`src/rtl/axi_lite_write_arbiter.sv`:
```
`default_nettype none
// =============================================================================
// Module   : axi_lite_write_arbiter
// Brief    : Two-requester round-robin arbiter feeding a single AXI-Lite writer.
// Revision : 1.0
// =============================================================================
module axi_lite_write_arbiter #(
  parameter int TIMEOUT_CYCLES = 255
) (
  input  logic        ACLK,
  input  logic        ARESETn,
  input  logic        REQ0_VALID,
  input  logic [31:0] REQ0_ADDR,
  input  logic [31:0] REQ0_DATA,
  output logic        REQ0_READY,
  output logic        REQ0_DONE,
  input  logic        REQ1_VALID,
  input  logic [31:0] REQ1_ADDR,
  input  logic [31:0] REQ1_DATA,
  output logic        REQ1_READY,
  output logic        REQ1_DONE,
  output logic        W_Start,
  output logic [31:0] Write_to,
  output logic [31:0] W_Data,
  input  logic        Writer_Run,
  output logic        GRANT,
  output logic        BUSY,
  output logic        TIMEOUT_ERR,
  input  logic        ERR_CLR
);

  typedef enum logic [1:0] {
    IDLE      = 2'd0,
    START     = 2'd1,
    WAIT_RUN  = 2'd2,
    WAIT_DONE = 2'd3
  } state_t;

  // Last wait cycle index: the timeout fires in the TIMEOUT_CYCLES-th wait cycle.
  localparam logic [7:0] CNT_LAST = 8'(TIMEOUT_CYCLES - 1);

  state_t      state_q, state_d;
  logic        grant_q, grant_d;
  logic [31:0] addr_q, addr_d;
  logic [31:0] data_q, data_d;
  logic [7:0]  cnt_q, cnt_d;
  logic        err_q, err_d;
  logic        done0_q, done0_d;
  logic        done1_q, done1_d;
  logic        winner;
  logic        finish;
  logic        timeout;

  // Single requester wins outright; on a tie the one not granted last wins.
  assign winner = REQ0_VALID ? (REQ1_VALID ? ~grant_q : 1'b0) : 1'b1;

  always_comb begin
    state_d    = state_q;
    grant_d    = grant_q;
    addr_d     = addr_q;
    data_d     = data_q;
    cnt_d      = cnt_q;
    done0_d    = 1'b0;
    done1_d    = 1'b0;
    finish     = 1'b0;
    timeout    = 1'b0;
    REQ0_READY = 1'b0;
    REQ1_READY = 1'b0;
    W_Start    = 1'b0;
    case (state_q)
      IDLE: begin
        REQ0_READY = REQ0_VALID && !winner;
        REQ1_READY = REQ1_VALID && winner;
        if (REQ0_VALID || REQ1_VALID) begin
          grant_d = winner;
          addr_d  = winner ? REQ1_ADDR : REQ0_ADDR;
          data_d  = winner ? REQ1_DATA : REQ0_DATA;
          cnt_d   = 8'd0;
          state_d = START;
        end
      end
      START: begin
        W_Start = 1'b1;
        state_d = WAIT_RUN;
      end
      WAIT_RUN: begin
        cnt_d = (cnt_q == 8'hFF) ? cnt_q : cnt_q + 8'd1;
        if (Writer_Run) begin
          state_d = WAIT_DONE;
        end else if (cnt_q >= CNT_LAST) begin
          timeout = 1'b1;
        end
      end
      WAIT_DONE: begin
        cnt_d = (cnt_q == 8'hFF) ? cnt_q : cnt_q + 8'd1;
        // A falling Writer_Run takes priority over a coincident timeout.
        if (!Writer_Run) begin
          finish = 1'b1;
        end else if (cnt_q >= CNT_LAST) begin
          timeout = 1'b1;
        end
      end
      default: state_d = IDLE;
    endcase
    if (finish || timeout) begin
      state_d = IDLE;
      done0_d = ~grant_q;
      done1_d = grant_q;
    end
    err_d = timeout ? 1'b1 : (ERR_CLR ? 1'b0 : err_q);
  end

  always_ff @(posedge ACLK or negedge ARESETn) begin
    if (!ARESETn) begin
      state_q <= IDLE;
      grant_q <= 1'b1;
      addr_q  <= 32'd0;
      data_q  <= 32'd0;
      cnt_q   <= 8'd0;
      err_q   <= 1'b0;
      done0_q <= 1'b0;
      done1_q <= 1'b0;
    end else begin
      state_q <= state_d;
      grant_q <= grant_d;
      addr_q  <= addr_d;
      data_q  <= data_d;
      cnt_q   <= cnt_d;
      err_q   <= err_d;
      done0_q <= done0_d;
      done1_q <= done1_d;
    end
  end

  assign Write_to    = addr_q;
  assign W_Data      = data_q;
  assign GRANT       = grant_q;
  assign BUSY        = (state_q != IDLE);
  assign TIMEOUT_ERR = err_q;
  assign REQ0_DONE   = done0_q;
  assign REQ1_DONE   = done1_q;

endmodule
`default_nettype wire

```
`config.mk`:
```
export PLATFORM = sky130hd
export DESIGN_NAME = axi_lite_write_arbiter
export DESIGN_NICKNAME = d
export VERILOG_FILES = /design/src/rtl/axi_lite_write_arbiter.sv
export SDC_FILE = /design/constraint.sdc
export NUM_CORES = 1
export LEC_CHECK = 0
export CAP_MARGIN = 15
export CORE_MARGIN = 5
export CORE_UTILIZATION = 35
export CTS_CLUSTER_DIAMETER = 60
export DETAILED_ROUTE_END_ITERATION = 8
export GPL_ROUTABILITY_DRIVEN = 0
export GPL_TIMING_DRIVEN = 0
export PLACE_DENSITY = 0.79
export SKIP_CTS_REPAIR_TIMING = 1
export SYNTH_ARGS = -nofsm -noshare
export SYNTH_HDL_FRONTEND = slang
export SYNTH_SLANG_ARGS = --single-unit
export TNS_END_PERCENT = 100
```
`constraint.sdc`:
```
create_clock -name ACLK -period 2 [get_ports ACLK]
set_input_delay 0.2 -clock ACLK [delete_from_list [all_inputs] [get_ports ACLK]]
set_output_delay 0.2 -clock ACLK [all_outputs]
set_load 0.1 [all_outputs]
```
=== After elaboration in Yosys (flattened, before gate mapping) ===
Index checks and enable logic that the tools add are counted.

* Bits in registers: 78

* Bitwise gates (word level): 1
* Add/subtract/negate cells: 1
* $lt $le $gt $ge: 1
* Equality and inequality tests: 8
* Reductions and logical operators: 14
* Multiplexer cells: 24

{| class="wikitable"
|+ Operator list
! operator !! count
|-
| $mux 32 || 2
|-
| $mux 8 || 2
|-
| $pmux 8 s2 || 1
|-
| $mux 1 || 14
|-
| $add 8x1->8 const B || 1
|-
| $eq 8x8->1 const B || 1
|-
| $ge 8x8->1 const B || 1
|-
| $mux 2 || 3
|-
| $ne 3x3->1 const B || 2
|-
| $pmux 2 s3 || 1
|-
| $reduce_and 3->1 || 2
|-
| $reduce_bool 2->1 || 3
|-
| $eq 2x2->1 const B || 2
|-
| $ne 2x2->1 const B || 2
|-
| $reduce_bool 4->1 || 1
|-
| $eq 2x1->1 const B || 1
|-
| $logic_and 1x1->1 || 2
|-
| $logic_not 2->1 || 1
|-
| $logic_or 1x1->1 || 2
|-
| $pmux 1 s2 || 1
|-
| $reduce_and 2->1 || 1
|-
| $reduce_or 2->1 || 1
|-
| $logic_not 1->1 || 1
|-
| $not 1->1 || 1
|}

=== Depth between registers and ports, before layout ===
Gate-level depths: netlist of the first run.

* Depth in word-level cells: 7
* Mapped depth: 8

=== Worst setup path before layout of the first run ===
No wires, ideal clock.

* Kind: reg2reg
* Start: register grant_q (netlist: GRANT)
* End: register grant_q (netlist: GRANT)
* Buffers on the path: 2
* Data required time: 1.848 ns
* Data arrival time: 2.763 ns
* Path slack: -0.916 ns
* Cell stages (with the launch flop): 6
* Period minus slack after synthesis: 2.916 ns
* Cells stage by stage: dfstp_2 o21ai_1 buf_2 buf_2 nor2_1 a21oi_1

* Cells in the longest elaborated chain, start to end: 3

{| class="wikitable"
|+ Ends and longest elaborated chain
! element !! RTL line !! source
|-
| from (decl) || 43 || <nowiki>logic grant_q, grant_d;</nowiki>
|-
| from (signal assigned) || 125 || <nowiki>grant_q <= grant_d;</nowiki>
|-
| $not 1->1 || 55 || <nowiki>assign winner = REQ0_VALID ? (REQ1_VALID ? ~grant_q : 1'b0) : 1'b1;</nowiki>
|-
| $mux 1 (2 in a row) || 55 ||
|}

Every way passes these cells.
A chain may end at the register's enable or synchronous reset.

=== Worst setup path after layout of the first run ===
* Start: register grant_q (netlist: GRANT)
* End: output REQ1_READY

* Cells in the longest elaborated chain, start to end: 5

{| class="wikitable"
|+ Ends and longest elaborated chain
! element !! RTL line !! source
|-
| $not 1->1 || 55 ||
|-
| $mux 1 (2 in a row) || 55 ||
|-
| $logic_and 1x1->1 || 73 || <nowiki>REQ1_READY = REQ1_VALID && winner;</nowiki>
|-
| $mux 1 || 70 || <nowiki>case (state_q)</nowiki>
|-
| to (decl) || 20 || <nowiki>output logic REQ1_READY,</nowiki>
|}

Every way passes these cells.

==> results of run 1 <==
## layer usage
layer  GRT usage [%]  vias to the layer above  wire, um
li1                -                     1727         -
met1            21.8                     1677      4750
met2            31.6                      129      6160
met3            5.31                       18       934
met4            5.61                        0       226
met5               0                        -         0
## cell usage after synthesis
library cell and count:
or2_1 2, o211ai_1 1, buf_4 3, a311o_1 1
dfrtp_1 77, clkbuf_2 1, o2bb2ai_1 1, buf_2 5
nor3b_1 2, nand2_1 67, o221a_2 1, nor2b_1 1
clkbuf_1 13, nand3_1 2, and3_1 2, a41o_1 1
or4_1 2, inv_1 10, o21ai_0 60, nand4_1 3
ha_1 7, o21ai_1 9, a21oi_1 7, o31ai_1 1
a211oi_1 1, a2bb2oi_1 1, a21o_1 1, a311oi_1 1
buf_6 1, mux2i_1 65, mux2_2 1, o22ai_1 1
a22o_1 1, nor2_1 8, nor3_1 4, dfstp_2 1
or2_2 1, a311o_2 1, and4_1 1
## worst min-delay path by stage
stage	from	endpoint	slack [ns]
2_1_floorplan	ARESETn	REQ0_DONE	-0.1
3_3_place_gp	Write_to[24]	Write_to[24]	0.46
3_5_place_dp	ARESETn	state_q[0]	0.23
4_1_cts	ARESETn	state_q[0]	-0.16
5_1_grt	ARESETn	W_Data[11]	0.42
6_report	ARESETn	W_Data[11]	0.38
## stage by stage
| stage | util [%] | cells | instance area, um2 | setup WS, ns |
|---|---|---|---|---|
| 6_report | 62.3 | 729 | 6490 | 0.0280 |
| 5_1_grt | 62.3 | 729 | 6490 | -0.0142 |
| 4_1_cts | 59.7 | 726 | 6220 | -1.30 |
| 3_5_place_dp | 57.7 | 710 | 6010 | -1.22 |
| 3_3_place_gp | 57.5 | 709 | 5990 | -2.02 |
| 2_1_floorplan | - | 368 | 3770 | 0.000274 |
## worst register-to-register path, delay by kind of cell (launching register included)
family / cells / cell delay, ns
flops: 1 / 0.47
compound gates: 2 / 0.43
buf+inv: 1 / 0.13
fa+ha+maj: 1 / 0.19
simple gates: 2 / 0.63
## cell families after synthesis
group / count (synthesis)
buffers and inverters: 33
adders and majority gates: 7
and+or+nand+nor: 95
DFF: 78
AOI/OAI and AO/OA: 89
muxes: 66
## final cells by class
class,instances,area (um2)
buffer,22,131
clock buffer,14,173
clock inverter,2,38.8
fill,859,3920
inverter,10,40.0
multi-input combinational,257,1700
sequential,78,1960
tap,136,170
timing repair buffer,210,2280
## flip-flops by register name, indices dropped and copies added, names as in the netlist
register / cells
Write_to: 32
TIMEOUT_ERR: 1
cnt_q: 8
state_q: 2
GRANT: 1
REQ1_DONE: 1
W_Data: 32
REQ0_DONE: 1
==> results.cfg, run 1 <==
[yosys]
synth_fa_ha_area_share_pct = 2.33
synth_area_um2 = 3750
synth_top_family_by_area = multiplexers
ys_seq_area_share_pct = 52.0
syn-num-nets = 509
synth-xor-area-share_pct = 0
synth-compound-area-share_pct = 13.2
yosys_warnings = 0
synth-seq-cells = 78
yosys.area_share.simple_pct = 10.8
synthCells = 368
yosysTopAreaCellShare_pct = 51.3
yosys.area.top_type = dfrtp_1
ys_types = 39
synth_mux_area_share_pct = 17.6
avgSynthCellArea_um2 = 10.2
synth_area_leaders = dfrtp_1 51%, mux2i_1 17%, o21ai_0 8.0%

[floorplan]
design.die.area_um2 = 12900
std_cell_rows = 37
initial_utilization_pct = 36.0
ios = 206
die_h_um = 114
die_w_um = 114
coreArea_um2 = 10400

[sta]
fmax_mhz = 507
whs_ns = 0.384
timing_hold_violations_final = 0
drv_slew = 0
finalCritPeriodShare_pct = 98.6
final.setup.tns_ns = 0
finClkSkew_ns = 0.0103
fin_crit_ns = 1.97
slew-limit-headroom_pct = 31.6
worst_pin_slew_ns = 1.02
setup_viol = 0

[setup_path]
crit_path_cell_trace = o21ai_2 -> buf_6 -> buf_6 -> and3_2 -> buf_8
cp-endpoint = REQ1_READY
slowest_stage = dfstp_4
cp_common_cell = buf_6
crit_family = buffers and inverters
critPathLaunchType = register
cp_num_cells = 5
r2r_start = state_q[0]
reg2reg_depth = 6
cp_slowest_stage_delay_ns = 0.48
crit_type = register to output port
r2r_slack_ns = 0.08
crit_buf_inv = 3
cp-startpoint = GRANT
rr_endpoint = cnt_q[5]
arrival_ns = 1.77
endpoint_kind = output port
cp.required_ns = 1.80
path_max_fanout = 10

[routing]
drtIter0Drc = 119
drt-total-wl_um = 12100
drtAntennaViolNets = 0
wl_per_cell_um = 16.6
drc = 0
vias_per_cell = 4.87
dr.pass1.iters = 4
vias = 3551

[global_routing]
antenna_found_initial = 0
grt_max_degree = 43
overflow = 0
grt_first_pass_wirelength_um = 19000
grt_pass1_vias = 3695
track_usage_pct = 18.2

[clocking]
cts-root-buf = clkbuf_8
clk_latency_ns = 0.35
cts.htree.levels = 3
clockBufferDepth = 2
cts_tree = done
cts_buffers = 9
path_clk_slew_ns = 0.07
clock-sinks = 78

[layout]
layout-drive-gt1-share_pct = 8.77
nNetsFinal = 729
final_cell_mix = 131 x clkdlybuf4s50_1, 75 x dfrtp_1, 69 x dlymetal6s2s_1, 67 x nand2_1, 65 x mux2i_1
layout_commonest_cell = clkdlybuf4s50_1
antenna_cells = 0
area_growth_pct = 73.0

[min_path]
hp-class = input port to async pin

[flow_run]
max-cap-violations = 0

[outcome]
outcome = complete, no violations

[placed_design]
hpwl_um = 9640
portBuffers = 205
Power of run 1 is not shown: default switching activity piles up to over one toggle a cycle in this logic, so the estimate is an artifact.
==> run 2: changes to the inputs <==
--- a/config.mk
+++ b/config.mk
@@ -6,8 +6,10 @@
 export NUM_CORES = 1
 export LEC_CHECK = 0
 export CAP_MARGIN = 15
+export CELL_PAD_IN_SITES_DETAIL_PLACEMENT = 1
+export CELL_PAD_IN_SITES_GLOBAL_PLACEMENT = 2
 export CORE_MARGIN = 5
-export CORE_UTILIZATION = 35
+export CORE_UTILIZATION = 20
 export CTS_CLUSTER_DIAMETER = 60
 export DETAILED_ROUTE_END_ITERATION = 8
 export GPL_ROUTABILITY_DRIVEN = 0
==> run 2 against run 1 <==
Core utilization fell by 26 points. Wire length rose by 16%. Clock skew fell by 0.0021 ns. Via count rose by 0.79%. Global-route usage fell by 5.4 points. Setup slack improved by 0.0078 ns. Die area rose by 68%. Register-to-register slack barely moved. Final cell count rose by 13%. Maximum frequency rose by 0.39%. First-iteration DRC count fell by 6.7%. Critical path depth rose by 1.
==> results.cfg, run 2 (synthesis gave the netlist of run 1 again) <==
[outcome]
outcome = complete, no violations

[layout]
nFillCells = 2077
final_cell_mix = 132 x clkdlybuf4s50_1, 77 x dfrtp_1, 68 x dlymetal6s2s_1, 67 x nand2_1, 65 x mux2i_1
layout_commonest_cell = clkdlybuf4s50_1
antenna_cells = 0
area_growth_pct = 78.7
fin_util_pct = 36.1
nNetsFinal = 727
layout-drive-gt1-share_pct = 8.63

[routing]
dr.pass1.iters = 4
drtAntennaViolNets = 0
drtIter0Drc = 111
drc = 0
vias = 3579
wl_per_cell_um = 17.0
drt-total-wl_um = 14000
vias_per_cell = 4.34

[clocking]
clock-sinks = 78
clk_latency_ns = 0.34
path_clk_slew_ns = 0.06
cts_tree = done
cts.htree.levels = 3
cts_buffers = 9
cts-root-buf = clkbuf_16
clockBufferDepth = 2

[placed_design]
portBuffers = 205
hpwl_um = 11200

[sta]
setup_viol = 0
slew-limit-headroom_pct = 30.8
drv_slew = 0
worst_pin_slew_ns = 1.04
finClkSkew_ns = 0.00825
fin_crit_ns = 1.96
fmax_mhz = 509
finalCritPeriodShare_pct = 98.2
timing_hold_violations_final = 0
rsz0062_at_grt = yes

[global_routing]
grt_pass1_vias = 4006
track_usage_pct = 12.8
use_met2_pct = 22.2
top_usage_layer = met2
overflow = 0
antenna_found_initial = 0
use_met1_pct = 15.2
grt_first_pass_wirelength_um = 22000
grt_max_degree = 61
use_met3_pct = 3.21

[setup_path]
path_max_fanout = 19
critPathLaunchType = input port
crit_type = input port to output port
endpoint_kind = output port
cp.required_ns = 1.80
arrival_ns = 1.76

[floorplan]
std_cell_rows = 50
initial_utilization_pct = 20.2
die_w_um = 147
coreArea_um2 = 18600
design.die.area_um2 = 21600
ios = 206
die_h_um = 147

[min_path]
hp-class = input port to async pin

[flow_run]
max-cap-violations = 0
-- run 2: area by class of cell --
type | count | area (um2) | area share, %
flip-flops and latches | 78 | 1960 | 29.2
plain buffers | 21 | 136 | 2.03
well taps | 234 | 293 | 4.37
clock buffers | 13 | 250 | 3.73
inverters | 10 | 37.5 | 0.560
clock inverters | 3 | 67.6 | 1.01
repair buffers | 209 | 2270 | 33.9
multi-input cells | 257 | 1690 | 25.2
-- run 2: through the flow --
step / hold WS [ns] / worst slack [ns] / instances / TNS (ns) / area (um2)
finish: 0.285 / 0.0357 / 825 / 0 / 6710
global route: 0.317 / -0.0369 / 825 / -0.0734 / 6710
CTS: -0.267 / -1.49 / 824 / -21.50 / 6460
detailed placement: 0.110 / -1.44 / 808 / -25.95 / 6140
global placement: 0.462 / -2.19 / 807 / -191.62 / 6120
floorplan: -0.0956 / 0.000274 / 368 / 0 / 3770
-- run 2: path summary, 6_finish.rpt --
kind,startpoint,slack (ns),cells after the start,end
max,REQ1_VALID,0.04,6,REQ1_READY
min,ARESETn,0.28,2,state_q[1]
max reg2reg,state_q[0],0.07,6,cnt_q[5]
min reg2reg,Write_to[15],0.47,2,Write_to[15]
max in group asynchronous,ARESETn,1.11,3,Write_to[1]
min in group ACLK,ERR_CLR,0.46,2,TIMEOUT_ERR
-- run 2: per-layer routing --
| layer | wire (um) | up-vias |
|---|---|---|
| li1 | - | 1718 |
| met1 | 5860 | 1730 |
| met2 | 7120 | 114 |
| met3 | 769 | 17 |
| met4 | 286 | 0 |
| met5 | 0 | - |
-- run 2: worst max-delay path, stage by stage --
cell and delay [ns]:
clkdlybuf4s50_1 0.55, inv_1 0.10, o21ai_4 0.26, buf_12 0.23, and3_2 0.21, buf_6 0.22
Power of run 2 is left out for the same reason.
==> run 3: changes to the inputs <==
--- a/config.mk
+++ b/config.mk
@@ -15,6 +15,7 @@
 export GPL_ROUTABILITY_DRIVEN = 0
 export GPL_TIMING_DRIVEN = 0
 export PLACE_DENSITY = 0.79
+export SETUP_SLACK_MARGIN = 0.3
 export SKIP_CTS_REPAIR_TIMING = 1
 export SYNTH_ARGS = -nofsm -noshare
 export SYNTH_HDL_FRONTEND = slang
==> run 3 against run 2 <==
Worst hold slack improved by 0.036 ns. Critical path type is now register to register. Critical endpoint is now cnt_q[5]. Core utilization increased by 1.7 points. Critical path depth increased by 1. Clock-buffer cell count decreased by 2.
==> results.cfg, run 3 (synthesis gave the netlist of run 1 again) <==
[outcome]
outcome = complete, no violations

[routing]
wl_per_cell_um = 17.6
vias = 3709
drc = 0
drt-total-wl_um = 15000
dr.pass1.iters = 4
vias_per_cell = 4.37
drtIter0Drc = 89
drtAntennaViolNets = 0

[clocking]
cts.htree.levels = 3
cts-root-buf = clkbuf_16
clock-sinks = 78
cts_buffers = 9
path_clk_slew_ns = 0.06
clk_latency_ns = 0.34
clockBufferDepth = 2
cts_tree = done

[sta]
timing_hold_violations_final = 0
finClkSkew_ns = 0.00393
setup_viol = 0
fin_crit_ns = 1.92
worst_pin_slew_ns = 1.01
rsz0062_at_grt = yes
fmax_mhz = 521
drv_slew = 0
finalCritPeriodShare_pct = 96.0
worst_slack_ns = 0.0809
slew-limit-headroom_pct = 32.5

[global_routing]
grt_pass1_vias = 4138
grt_max_degree = 55
overflow = 0
track_usage_pct = 13.0
antenna_found_initial = 0
grt_first_pass_wirelength_um = 22400

[floorplan]
coreArea_um2 = 18600
initial_utilization_pct = 20.2
ios = 206
die_w_um = 147
std_cell_rows = 50
design.die.area_um2 = 21600
die_h_um = 147

[setup_path]
path_max_fanout = 7
arrival_ns = 2.19
slowest_stage = or4_1
cp_slowest_stage_delay_ns = 0.50
critPathLaunchType = register
endpoint_kind = register
crit_path_cell_trace = inv_2 -> ha_4 -> nor3b_4 -> or2_1 -> buf_6 -> or4_1 -> o21ai_1
crit_type = register to register
cp.required_ns = 2.27

[layout]
final_cell_mix = 131 x clkdlybuf4s50_1, 73 x dfrtp_1, 64 x mux2i_1, 63 x nand2_1, 45 x dlymetal6s2s_1
antenna_cells = 0
layout_commonest_cell = clkdlybuf4s50_1
nNetsFinal = 752
layout-drive-gt1-share_pct = 21.8
area_growth_pct = 87.0

[placed_design]
portBuffers = 205
dpl_worst_slack_ns = -1.16
hpwl_um = 11200

[flow_run]
max-cap-violations = 0

[min_path]
hp-class = input port to async pin
==> run 3: cell types whose count changed in the layout (fill, tap and decap cells not counted), sizes merged <==
cell and delta:
clkbuf +18, inv -1, clkinv +2, dlymetal6s2s -23
buf +29, clkdlybuf4s50 -1
==> run 3: critical path: cells and delay by family (launching register included) <==
family	cells	cell delay, ns
flops	1	0.44
fa+ha+maj	1	0.19
compound gates	1	0.08
simple gates	3	0.92
buf+inv	2	0.22
==> run 3: per-stage QoR <==
step | cells | setup TNS (ns) | hold WS, ns | util [%] | area [um2]
global route | 849 | 0 | 0.352 | 37.8 | 7020
floorplan | 368 | 0 | -0.0956 | - | 3800
global placement | 807 | -186.67 | 0.464 | 33.1 | 6140
detailed placement | 808 | -14.27 | 0.141 | 33.2 | 6170
finish | 849 | 0 | 0.321 | 37.8 | 7020
CTS | 823 | -14.91 | -0.234 | 34.9 | 6490
==> run 3: worst paths after layout <==
check / from / endpoint / slack [ns] / cells after the start
worst max-delay path: state_q[1] / cnt_q[5] / 0.08 / 7
worst min-delay path: ARESETn / state_q[1] / 0.32 / 2
worst max register to register: state_q[1] / cnt_q[5] / 0.08 / 7
worst min register to register: Write_to[4] / Write_to[4] / 0.48 / 2
max in group asynchronous: ARESETn / GRANT / 1.07 / 3
min in group ACLK: ERR_CLR / TIMEOUT_ERR / 0.45 / 2
==> run 3: cell type report <==
type / instances / area (um2)
inverters: 10 / 43.8
repair buffers: 232 / 2320
flip-flops and latches: 78 / 1960
well taps: 234 / 293
clock buffers: 11 / 253
clock inverters: 4 / 70.1
multi-input cells: 257 / 1860
plain buffers: 23 / 215
fillers: 2061 / 11600
==> run 3: per-layer routing <==
metal	global-route usage, %	up-vias	share of wire (%)
li1	-	1773	-
met1	14.8	1787	42
met2	22.4	129	49
met3	5.00	20	6.9
met4	4.43	0	1.9
met5	0	-	0
Power of run 3 is left out for the same reason.
